`src/rtl/astro_genius_pkg.sv`:
```
// rtl/astro_genius_pkg.sv - state codes, defaults and output decode shared by the asteroid game controllers
package astro_genius_pkg;

   localparam int TEMPO_PASSO_PADRAO = 50;
   localparam int VIDAS_PADRAO       = 3;

   typedef enum logic [3:0] {
      INICIAL  = 4'd0,
      PREPARA  = 4'd1,
      NOVO_AST = 4'd2,
      ESPERA   = 4'd3,
      REGISTRA = 4'd4,
      COMPARA  = 4'd5,
      ACERTO   = 4'd6,
      MOVE     = 4'd7,
      VERIFICA = 4'd8,
      COLISAO  = 4'd9,
      PERDEU   = 4'd10
   } estado_t;

   typedef struct packed {
      logic zera_dp;
      logic gera_asteroide;
      logic registra_jogada;
      logic move_asteroide;
      logic tiro_hab;
      logic acertou;
      logic colisao;
      logic perdeu;
   } saidas_t;

   // tiro_hab only marks COMPARA; the shot bit itself comes from the datapath register
   function automatic saidas_t decodifica(input estado_t e);
      saidas_t s;
      s = '0;
      case (e)
         PREPARA:  s.zera_dp         = 1'b1;
         NOVO_AST: s.gera_asteroide  = 1'b1;
         REGISTRA: s.registra_jogada = 1'b1;
         COMPARA:  s.tiro_hab        = 1'b1;
         ACERTO:   s.acertou         = 1'b1;
         MOVE:     s.move_asteroide  = 1'b1;
         COLISAO:  s.colisao         = 1'b1;
         PERDEU:   s.perdeu          = 1'b1;
         default:  s = '0;
      endcase
      return s;
   endfunction

   function automatic int largura_timer(input int tempo);
      return (tempo > 1) ? $clog2(tempo) : 1;
   endfunction

endpackage

```
`src/rtl/contador_passo.sv`:
```
// rtl/contador_passo.sv - step timer with synchronous clear, enable and terminal-count flag
module contador_passo #(
   parameter int MODULO = 50,
   parameter int W      = 6
) (
   input  logic clock,
   input  logic reset,
   input  logic limpa,
   input  logic conta,
   output logic fim
);

   localparam logic [W-1:0] ULTIMO = W'(MODULO - 1);

   logic [W-1:0] valor_d;
   logic [W-1:0] valor_q;

   // wraps at the terminal value so the count never leaves 0..MODULO-1
   always_comb begin
      valor_d = valor_q;
      if (limpa) begin
         valor_d = '0;
      end else if (conta) begin
         valor_d = (valor_q == ULTIMO) ? '0 : valor_q + W'(1);
      end
   end

   always_ff @(posedge clock) begin
      if (reset) begin
         valor_q <= '0;
      end else begin
         valor_q <= valor_d;
      end
   end

   assign fim = (valor_q == ULTIMO);

endmodule

```
`src/rtl/astro_controle.sv`:
```
// rtl/astro_controle.sv - control FSM of the asteroid game: spawn, step timing, shots, collisions, lives
module astro_controle #(
   parameter int TEMPO_PASSO = astro_genius_pkg::TEMPO_PASSO_PADRAO,
   parameter int VIDAS       = astro_genius_pkg::VIDAS_PADRAO
) (
   input  logic       clock,
   input  logic       reset,
   input  logic       iniciar,
   input  logic       jogada,
   input  logic       eh_tiro,
   input  logic       tiro_acertou,
   input  logic       asteroide_na_nave,
   output logic       zera_dp,
   output logic       gera_asteroide,
   output logic       registra_jogada,
   output logic       move_asteroide,
   output logic       tiro,
   output logic       acertou,
   output logic       colisao,
   output logic       perdeu,
   output logic [3:0] db_estado,
   output logic [1:0] db_num_vidas
);

   import astro_genius_pkg::*;

   localparam int TW = largura_timer(TEMPO_PASSO);

   estado_t    estado_d;
   estado_t    estado_q;
   logic [1:0] vidas_d;
   logic [1:0] vidas_q;
   saidas_t    saidas_d;
   saidas_t    saidas_q;
   logic       timer_fim;
   logic       timer_limpa;
   logic       timer_conta;

   // a jogada freezes the timer so a missed shot resumes the step where it stopped
   assign timer_limpa = (estado_q == PREPARA) || (estado_q == NOVO_AST) || (estado_q == MOVE);
   assign timer_conta = (estado_q == ESPERA) && !jogada;

   contador_passo #(
      .MODULO (TEMPO_PASSO),
      .W      (TW)
   ) u_contador_passo (
      .clock (clock),
      .reset (reset),
      .limpa (timer_limpa),
      .conta (timer_conta),
      .fim   (timer_fim)
   );

   always_comb begin
      estado_d = estado_q;
      vidas_d  = vidas_q;
      case (estado_q)
         INICIAL:  if (iniciar) estado_d = PREPARA;
         PREPARA: begin
            vidas_d  = 2'(VIDAS);
            estado_d = NOVO_AST;
         end
         NOVO_AST: estado_d = ESPERA;
         ESPERA: begin
            if (jogada) begin
               estado_d = REGISTRA;
            end else if (timer_fim) begin
               estado_d = MOVE;
            end
         end
         REGISTRA: estado_d = COMPARA;
         COMPARA:  estado_d = (eh_tiro && tiro_acertou) ? ACERTO : ESPERA;
         ACERTO:   estado_d = NOVO_AST;
         MOVE:     estado_d = VERIFICA;
         VERIFICA: estado_d = asteroide_na_nave ? COLISAO : ESPERA;
         COLISAO: begin
            if (vidas_q != 2'd0) vidas_d = vidas_q - 2'd1;
            estado_d = (vidas_q <= 2'd1) ? PERDEU : NOVO_AST;
         end
         PERDEU:   if (iniciar) estado_d = PREPARA;
         default:  estado_d = INICIAL;
      endcase
      saidas_d = decodifica(estado_d);
   end

   // outputs are registered from the next state, so they always match estado_q
   always_ff @(posedge clock) begin
      if (reset) begin
         estado_q <= INICIAL;
         vidas_q  <= '0;
         saidas_q <= '0;
      end else begin
         estado_q <= estado_d;
         vidas_q  <= vidas_d;
         saidas_q <= saidas_d;
      end
   end

   assign zera_dp         = saidas_q.zera_dp;
   assign gera_asteroide  = saidas_q.gera_asteroide;
   assign registra_jogada = saidas_q.registra_jogada;
   assign move_asteroide  = saidas_q.move_asteroide;
   assign tiro            = saidas_q.tiro_hab & eh_tiro;
   assign acertou         = saidas_q.acertou;
   assign colisao         = saidas_q.colisao;
   assign perdeu          = saidas_q.perdeu;
   assign db_estado       = estado_q;
   assign db_num_vidas    = vidas_q;

endmodule
```
`config.mk`:
```
export PLATFORM = sky130hd
export DESIGN_NAME = astro_controle
export DESIGN_NICKNAME = d
export VERILOG_FILES = /design/src/rtl/astro_genius_pkg.sv /design/src/rtl/contador_passo.sv /design/src/rtl/astro_controle.sv
export SDC_FILE = /design/constraint.sdc
export NUM_CORES = 1
export LEC_CHECK = 0
export CAP_MARGIN = 40
export CELL_PAD_IN_SITES_DETAIL_PLACEMENT = 1
export CELL_PAD_IN_SITES_GLOBAL_PLACEMENT = 1
export CORE_MARGIN = 2
export CORE_UTILIZATION = 37
export CTS_BUF_LIST = sky130_fd_sc_hd__clkbuf_16
export DETAILED_ROUTE_END_ITERATION = 10
export GPL_TIMING_DRIVEN = 0
export PLACE_DENSITY = 0.78
export SETUP_SLACK_MARGIN = 0.15
export SLEW_MARGIN = 20
export SYNTH_ARGS = -nofsm -noshare
export SYNTH_HDL_FRONTEND = slang
export SYNTH_SLANG_ARGS = --single-unit
```
`constraint.sdc`:
```
create_clock -name clock -period 2.3 [get_ports clock]
set_clock_uncertainty 0.2 [all_clocks]
set_input_delay 0.23 -clock clock [delete_from_list [all_inputs] [get_ports clock]]
set_output_delay 0.23 -clock clock [all_outputs]
set_load 0.01 [all_outputs]
```
==> impl_metrics.csv <==
group,metric,value,unit
setup_path,critical_path_class,"flop to flop",
synth,number_of_enable_flip_flop_cells_after_synthesis,0,
placement,placement.io_buffers,19,
timing,finalHoldWorstSlack,0.152,ns
floorplanning,std_cell_rows,19,
grt,grt_pass1_vias,892,
synth,synth-main-ff-cell,"sky130_fd_sc_hd__dfxtp_1",
setup_path,worstSetupStartpointType,"flop",
flow_run,maxCapViolCount,0,
power,p_leak,0.506,nW
setup_path,critPathSlowestCell,"sky130_fd_sc_hd__nor3_1",
synth,syn_inst,114,
setup_path,crit_path_launch,"db_estado[2]",
power,vdd_drop_max,716,uV
clock_tree,reg_clk_slew_reported_paths,0.05,ns
clock_tree,clk_root_buffer_cell,"sky130_fd_sc_hd__clkbuf_16",
routing,via_per_inst,5.26,
floorplanning,die_width,57.4,um
synth,ys.warnings.count,0,
setup_path,critical_path_buffers_and_inverters,1,
setup_path,max_stage_delay,0.48,ns
clock_tree,clock_tree.buffer_depth,2,
floorplanning,floorplan.die_area,3290,um2
synth,post_synth_main_area_contributors,"sky130_fd_sc_hd__dfxtp_1, sky130_fd_sc_hd__ha_1, sky130_fd_sc_hd__nor2_1",
layout,finish.cell_count_without_fillers,168,
grt,global_route.overflow_total,0,
setup_path,maximum_fanout_count_along_the_critical_path,10,
timing,timing.final.max_slew_violations,0,
setup_path,cp_top_family,"simple AND/OR/NAND/NOR gates",
placement,hpwl,1850,um
floorplanning,boundaryPins,21,
routing,detailroute.via_count,884,
setup_path,timing.rr.end,"zera_dp",
clock_tree,clock_latency,0.25,ns
placement,gp_congestion,0.808,
layout,mostFrequentLayoutCell,"sky130_fd_sc_hd__dfxtp_1",
timing,max_slew.worst_pin.slew,0.540,ns
clock_tree,tritoncts_num_sinks,20,
setup_path,critical_path_cell_count,6,
power,cellPowerDensity,660,nW/um2
grt,initial_antenna_violation_count,0,
setup_path,timing.rr.start,"db_estado[2]",
routing,routed_wl,2520,um
setup_path,timing.critical_path.mode_cell,"sky130_fd_sc_hd__nor3_1",
placement,placedInstanceArea,1280,um2
clock_tree,postCtsHoldBufs,0,
layout,area_growth_syn_to_layout,29.2,%
synth,synth_seq_area_share,38.0,%
routing,post-route-drc-count,0,
layout,filler_cell_count,294,
grt,grtUsageTotal,17.2,%
timing,max_freq,538,MHz
setup_path,cp_cell_sequence,"buf_6, or2b_1, nor3_1, nor3_1, nand2_1, nor3_1",
routing,detailedRoute.firstIterationViolations,13,
floorplanning,core_region_area,2730,um2
clock_tree,tritoncts,"done",
worst_hold_path,hold_path.class,"input pin to flop",
clock_tree,number_of_buffers_created_by_cts,3,
layout,final_nets,149,
timing,post-route-period-util,80.7,%
layout,seqCellArea,400,um2
timing,layout_min_cycle_time,1.86,ns
synth,area_share_of_the_largest_cell_type_after_synthesis,38.0,%
synth,yosysUniqueCellTypes,41,
power,total_power,0.898,mW
setup_path,endpoint,"zera_dp",
synth,synthesis.area_per_instance,9.24,um2
grt,largest_net_degree_at_the_start_of_global_routing,12,
setup_path,cp.arrival,1.83,ns
setup_path,end_kind,"flop",
layout,antenna_cells,0,
routing,dr.pass1.iters,4,
timing,slew-limit-headroom,63.7,%
timing,setup_repair_after_global_routing_missed_its_margin,"false",
setup_path,worst-r2r-setup-slack,0.44,ns
layout,final_cell_mix,"sky130_fd_sc_hd__dfxtp_1, sky130_fd_sc_hd__clkdlybuf4s50_1, sky130_fd_sc_hd__nor2_1",
timing,timing.setup.tns,0,ns
layout,multiInputGateArea,592,um2
synth,postSynthNetCount,125,
layout,design_area,1360,um2
synth,netlist.top_cell.by_area,"sky130_fd_sc_hd__dfxtp_1",
floorplanning,die_h,57.4,um
synth,yosys_register_bits,20,
routing,wl_per_cell,15.0,um
grt,grt_pass1_wl,4250,um
synth,synth-async-reset-ratio,0,%
run_status,run_status,"finished clean",
setup_path,reg2reg_depth,6,
clock_tree,post_cts.repair.setup_buffers,0,
timing,finalSetupViolations,0,
clock_tree,h-tree-depth,1,
synth,syn_area,1050,um2
timing,final_number_of_hold_violating_endpoints,0,
routing,drtAntennaViolNets,0,
layout,share_of_post_route_cells_with_drive_strength_above_1,16.1,%
clock_tree,cts_resized,0,
floorplanning,floorplan.initialDensity,38.5,%
setup_path,worstPathRequired,2.28,ns
placement,place.detailed.instances,164,
stage by stage:
step | utilization, % | worst slack [ns]
5_1_grt | 49.8 | 0.163
3_3_place_gp | 46.9 | 0.259
6_report | 49.8 | 0.443
2_1_floorplan | - | 0.628
3_5_place_dp | 46.9 | 0.222
4_1_cts | 49.8 | 0.410
synth_stat cells, types with 2 or more instances:
| library cell | count |
|---|---|
| sky130_fd_sc_hd__dfxtp_1 | 20 |
| sky130_fd_sc_hd__a211oi_1 | 3 |
| sky130_fd_sc_hd__nand4_1 | 3 |
| sky130_fd_sc_hd__nand2_1 | 7 |
| sky130_fd_sc_hd__xnor2_1 | 2 |
| sky130_fd_sc_hd__ha_1 | 4 |
| sky130_fd_sc_hd__a21oi_2 | 2 |
| sky130_fd_sc_hd__nor3_1 | 6 |
| sky130_fd_sc_hd__nor2b_1 | 5 |
| sky130_fd_sc_hd__nand3_1 | 2 |
| sky130_fd_sc_hd__inv_1 | 5 |
| sky130_fd_sc_hd__nor2_1 | 11 |
| sky130_fd_sc_hd__o21ai_0 | 5 |
| sky130_fd_sc_hd__buf_6 | 2 |
| sky130_fd_sc_hd__nand2b_1 | 4 |
| sky130_fd_sc_hd__xor2_1 | 4 |
| sky130_fd_sc_hd__and2_1 | 3 |
| sky130_fd_sc_hd__a21oi_1 | 2 |
| sky130_fd_sc_hd__o21ai_2 | 2 |
area by class of cell:
cell class                 instances  area share [%]
buffer                             5            2.85
clock buffer                       3            5.51
clock inverter                     1           0.276
inverter                           6            1.65
multi-input combinational         83            43.5
sequential                        20            29.4
tap                               31            2.85
timing repair buffer              19            14.0
power breakdown:
part           internal, mW  leakage (nW)  switching [mW]  total [mW]
sequential            0.361         0.162          0.0118       0.372
clock                 0.231        0.0385           0.125       0.357
combinational        0.0833         0.305          0.0854       0.169
total                 0.675         0.506           0.223       0.898
worst min path at each step:
stage / slack [ns] / depth (start not counted) / end / from
final: 0.15 / 2 / db_estado[2] / reset
after global routing: 0.22 / 2 / db_estado[2] / reset
after CTS: 0.16 / 2 / db_estado[2] / reset
after detailed placement: 0.33 / 1 / db_num_vidas[0] / db_num_vidas[0]
after global placement: 0.31 / 1 / db_num_vidas[0] / db_num_vidas[0]
after floorplan: 0.30 / 2 / u_contador_passo.valor_q[5] / u_contador_passo.valor_q[5]
state kept, by name, summed over array words and instances, names as in the netlist:
name and flops:
db_num_vidas 2, colisao 1, u_contador_passo.valor_q 6, move_asteroide 1, zera_dp 1, perdeu 1
db_estado 4, gera_asteroide 1, acertou 1, registra_jogada 1, saidas_q 1
layer usage:
metal / routed length [um] / global-route usage [%] / up-vias / part of all wire, %
li1: - / - / 439 / -
met1: 1090 / 20.1 / 429 / 43
met2: 1310 / 29.2 / 12 / 52
met3: 79 / 4.54 / 4 / 3.1
met4: 44 / 7.97 / 0 / 1.7
met5: 0 / 0 / - / 0
worst register-to-register path: stages (launching register included):
cell                      delay [ns]
sky130_fd_sc_hd__dfxtp_1        0.45
sky130_fd_sc_hd__buf_6          0.20
sky130_fd_sc_hd__or2b_1         0.13
sky130_fd_sc_hd__nor3_1         0.05
sky130_fd_sc_hd__nor3_1         0.48
sky130_fd_sc_hd__nand2_1        0.14
sky130_fd_sc_hd__nor3_1         0.14
cells by family (layout without fill, tap and decap cells):
family | Yosys count | after routing | share of synthesized area [%]
adders and majority gates | 4 | 4 | 4.75
xor gates and xnor gates | 6 | 6 | 4.99
AOI/OAI and AO/OA | 21 | 21 | 16.2
and+or+nand+nor | 52 | 52 | 30.3
DFF | 20 | 20 | 38.0
buffers and inverters | 11 | 34 | 5.82
(Power assumes the default switching activity.)
